## src/rtl/dcnt16_timer.sv

```systemverilog
// Loadable down-counter timer with one-shot or auto-reload operation.
// bout flags terminal count combinationally; done is a one-cycle completion pulse.
module dcnt16_timer #(
    parameter int WIDTH = 16
) (
    input  logic             clk,
    input  logic             rst,
    input  logic             load,
    input  logic [WIDTH-1:0] din,
    input  logic             start,
    input  logic             stop,
    input  logic             en,
    input  logic             auto_rl,
    output logic [WIDTH-1:0] dout,
    output logic             bout,
    output logic             busy,
    output logic             done
);

    typedef enum logic [1:0] {
        IDLE = 2'd0,
        RUN  = 2'd1,
        DONE = 2'd2
    } state_t;

    state_t           state, state_nx;
    logic [WIDTH-1:0] count, count_nx;
    logic [WIDTH-1:0] reload, reload_nx;

    always_ff @(posedge clk or negedge rst) begin
        if (!rst) begin
            state  <= IDLE;
            count  <= '0;
            reload <= '0;
        end else begin
            state  <= state_nx;
            count  <= count_nx;
            reload <= reload_nx;
        end
    end

    // Terminal count is seen from the current state, so a same-cycle stop
    // does not hide it while en is high.
    assign bout = (state == RUN) && en && (count == '0);

    always_comb begin
        state_nx  = state;
        count_nx  = count;
        reload_nx = reload;
        if (load) begin
            count_nx  = din;
            reload_nx = din;
            state_nx  = IDLE;
        end else begin
            case (state)
                IDLE: begin
                    if (start && !stop)
                        state_nx = RUN;
                end
                RUN: begin
                    if (stop) begin
                        state_nx = IDLE;
                    end else if (en) begin
                        if (count != '0)
                            count_nx = count - WIDTH'(1);
                        else if (auto_rl)
                            count_nx = reload;
                        else
                            state_nx = DONE;
                    end
                end
                DONE: state_nx = IDLE;
                default: state_nx = IDLE;
            endcase
        end
    end

    assign dout = count;
    assign busy = (state == RUN);
    assign done = (state == DONE);

endmodule

```

## config.mk

```make
export PLATFORM = sky130hd
export DESIGN_NAME = dcnt16_timer
export DESIGN_NICKNAME = d
export VERILOG_FILES = /design/src/rtl/dcnt16_timer.sv
export SDC_FILE = /design/constraint.sdc
export NUM_CORES = 1
export LEC_CHECK = 0
export BUFFER_PORTS_ARGS = -buffer_cell sky130_fd_sc_hd__buf_4
export CELL_PAD_IN_SITES_DETAIL_PLACEMENT = 2
export CELL_PAD_IN_SITES_GLOBAL_PLACEMENT = 2
export CORE_MARGIN = 2
export CORE_UTILIZATION = 33
export DETAILED_ROUTE_END_ITERATION = 16
export PLACE_DENSITY_LB_ADDON = 0.1
export SYNTH_ARGS = -nofsm -noshare
export SYNTH_HDL_FRONTEND = slang
export SYNTH_SLANG_ARGS = --single-unit
```

## constraint.sdc

```tcl
create_clock -name clk -period 2.9 [get_ports clk]
set_clock_uncertainty 0.15 [all_clocks]
set_input_delay 0.435 -clock clk [delete_from_list [all_inputs] [get_ports clk]]
set_output_delay 0.435 -clock clk [all_outputs]
set_load 0.02 [all_outputs]
```

==> summary.txt <==
Logic synthesis
  • Top cells by area, synth: dfrtp_1 42%, nand2_1 4.3%, o21ai_0 4.2%
  • Top-count cell post-synth: dfrtp_1
  • Post-Synth Simple-Gate Area: between 20% and 30%
  • Post-synthesis compound-gate area fraction: a little under a quarter
  • Synth Flop Type: dfrtp_1
  • Most frequent cells after synthesis: 34 x dfrtp_1, 23 x nand2_1, 18 x inv_1
  • Top cell type's share of synthesized area: 41.9%
  • Post-synth cell types: 50
  • Register area share after synthesis: between 40% and 50%
  • Ys Warns: 0
  • Syn_area_per_cell: 8.94 sq um
  • Post-synth EDFFs: 0
  • Syn Nets: 252
  • Post-Synth XOR/XNOR Area: 0%
  • Cell count after synthesis: approximately 230
  • #FFs+latches synth: 34
  • Largest family of logic cells by synthesized area: simple AND/OR/NAND/NOR gates
  • Yosys top cell by area: dfrtp_1
  • Ys async rst share: 100%
  • Post-synthesis adder-cell area fraction: around 1.2%
  • Multiplexer share of the synthesized area: around 2.2%
  • Syn Std Cell Area: about 0.0020 sq mm

Clock tree
  • # clock sinks: 34
  • CTS buffer count: 5
  • Clk root buf: clkbuf_8
  • CTS tree: yes
  • Clock-pin slew on the worst setup and hold paths: ~70 ps
  • Clk_lat worst skew: 300 ps
  • H-tree Lvls: 2
  • Clk buf depth: 2

Worst hold path
  • Hold Path Class: in2reg

Route
  • DR iter-0 viols: between 70 and 80
  • Via Count: 1915
  • Detail Route Antenna Nets: 0
  • Wirelength per Cell: between 15 and 20 microns
  • Avg Vias per Cell: about 5.6
  • Drt drc: 0
  • Final WL: approximately 6400 microns
  • Initial DRT Pass Iterations: 4

Outcome
  • Status: finished clean

Placement
  • Port bufs: 41
  • Placed Cells: 336
  • Gpl congestion: between 0.8 and 0.9
  • Post-Place Setup Slack: between 300 and 400 ps
  • Placed inst area: approximately 0.0024 sq mm
  • Post-DP HPWL: between 4000 and 5000 microns

Setup path
  • Worst endpoint required time: ~2300 ps
  • Setup crit start kind: flop
  • Type of destination of the critical path: primary output
  • CP Max Fanout: 9
  • CP max-delay cell: dfrtp_1
  • WP data arrival: 2140 ps
  • Slowest stage delay, CP: 470 ps
  • Critical-path cell list: inv_1 > ha_1 > nor4b_4 > and4_2 > and3_1 > buf_4
  • Setup CP Type: reg2out
  • Buf+Inv Stages, Crit Path: 2
  • Crit path max-delay family: simple AND/OR/NAND/NOR gates

Die
  • Num rows: 28
  • IO Pins: between 40 and 50
  • Core area: roughly 0.006 sq mm
  • Die area: between 0.006 and 0.007 sq mm
  • Die H: just over 80 microns
  • Die X: about 80 microns
  • Initial Util: approximately 34%

STA
  • Worst Tran Pin Value: approximately 660 ps
  • Final setup violation count: 0
  • Setup TNS: 0 ps
  • Hold slack: roughly 150 ps
  • Worst relative slew slack: between 50% and 60%
  • Final min period: around 2700 ps
  • Slew Viols, Final: 0
  • Max Fclk: approximately 370 MHz
  • RSZ-0062 raised after global routing: false
  • Worst Slack Setup Final: between 150 and 200 ps
  • Final hold vios: 0
  • Crit share post-route: between 90% and 100%

Layout
  • Final-layout fill cell count: 680
  • Fin cells: about 350
  • Area of the multi-input gates: 0.00104 sq mm
  • Ant diodes: 0
  • Design Area, Final: around 0.0025 sq mm
  • Layout Nets: roughly 290
  • Share of layout cells above drive strength 1: between 20 and 30%
  • Area Overhead vs Synth: 24.7%
  • Register Area: roughly 850 sq um
  • Core Util, Final: 42.8%

GRT
  • Initial antenna violation count: 0
  • First-pass GRT wire length: 10700 microns
  • Vias in the first global route: between 2000 and 2500
  • Grt total ovfl: 0
  • Total track usage: between 20% and 30%
  • Largest net degree at the start of global routing: 56

Pwr
  • Static leakage: ~1.1 nW
  • VDD IR max: ~0.00029 V
  • Final Power: approximately 1.3 mW
  • Power per cell area: 501 mW/mm^2

Flow run
  • Max Cap Viol: 0
[layout make-up]
| cell class | count | area share (%) |
|---|---|---|
| Sequential cell | 34 | 33.6 |
| Inverter | 18 | 2.67 |
| Multi-Input combinational cell | 161 | 41.0 |
| Timing Repair Buffer | 49 | 14.6 |
| Clock buffer | 8 | 4.35 |
| Tap cell | 75 | 3.71 |
[where the power goes]
| part | internal [mW] | switching, mW | leakage (nW) |
|---|---|---|---|
| Clock | 0.240 | 0.193 | 0.0575 |
| Sequential | 0.516 | 0.0597 | 0.416 |
| Combinational | 0.114 | 0.146 | 0.634 |
[worst register-to-register path, delay by kind of cell (launching register included)]
kind                       cells  cell delay [ps]
and+or+nand+nor                3              920
AOI/OAI and AO/OA              2              500
DFF                            1              470
adders and majority gates      1              220
buffers and inverters          1              120
[cells by family after synthesis]
| logic type | Yosys count |
|---|---|
| adders and majority gates | 2 |
| DFF | 34 |
| muxes | 4 |
| and+or+nand+nor | 84 |
| AOI/OAI and AO/OA | 71 |
| buffers and inverters | 32 |
[cell usage in the layout, fill, tap and decap left out, types with 3 or more instances in the layout]
master	instances
buf_4	48
dfrtp_1	34
nand2_1	23
inv_1	18
o21ai_0	17
a21oi_1	16
nor2_1	12
nor3_1	11
o21ai_1	11
clkbuf_8	8
nand3_1	7
nor4_1	6
o31ai_2	4
nand4_1	4
nor2b_1	3
mux2_2	3
[timing repair]
action | in CTS | in global routing
hold buffers | 1 | 0
hold endpoints to repair | 34 | 0
buffers inserted | 0 | 0
endpoints found under the setup margin | 1 | 1
gates resized for setup | 1 | 1
[path summary, 6_finish.rpt]
check                         start   endpoint  slack, ps  cells after the start
setup / recovery            dout[0]       bout        170                      6
hold / removal                 stop   state[0]        150                      2
setup reg to reg            dout[0]   dout[11]        440                      7
hold reg to reg            state[1]   state[0]        350                      1
max in group asynchronous       rst    dout[3]       1800                      2
min in group asynchronous       rst  reload[6]        480                      2
[state kept, by name, summed over array words and instances (netlist names)]
| register | cells |
|---|---|
| reload | 16 |
| dout | 16 |
| state | 2 |
[routing by layer]
| metal | global-route usage [%] | vias up | share of wire, % |
|---|---|---|---|
| li1 | - | 910 | - |
| met1 | 29.1 | 967 | 47 |
| met2 | 34.1 | 30 | 48 |
| met3 | 4.89 | 8 | 3.0 |
| met4 | 4.50 | 0 | 1.4 |
| met5 | 0 | - | 0 |
No activity file was read; power rests on OpenSTA's default activity.
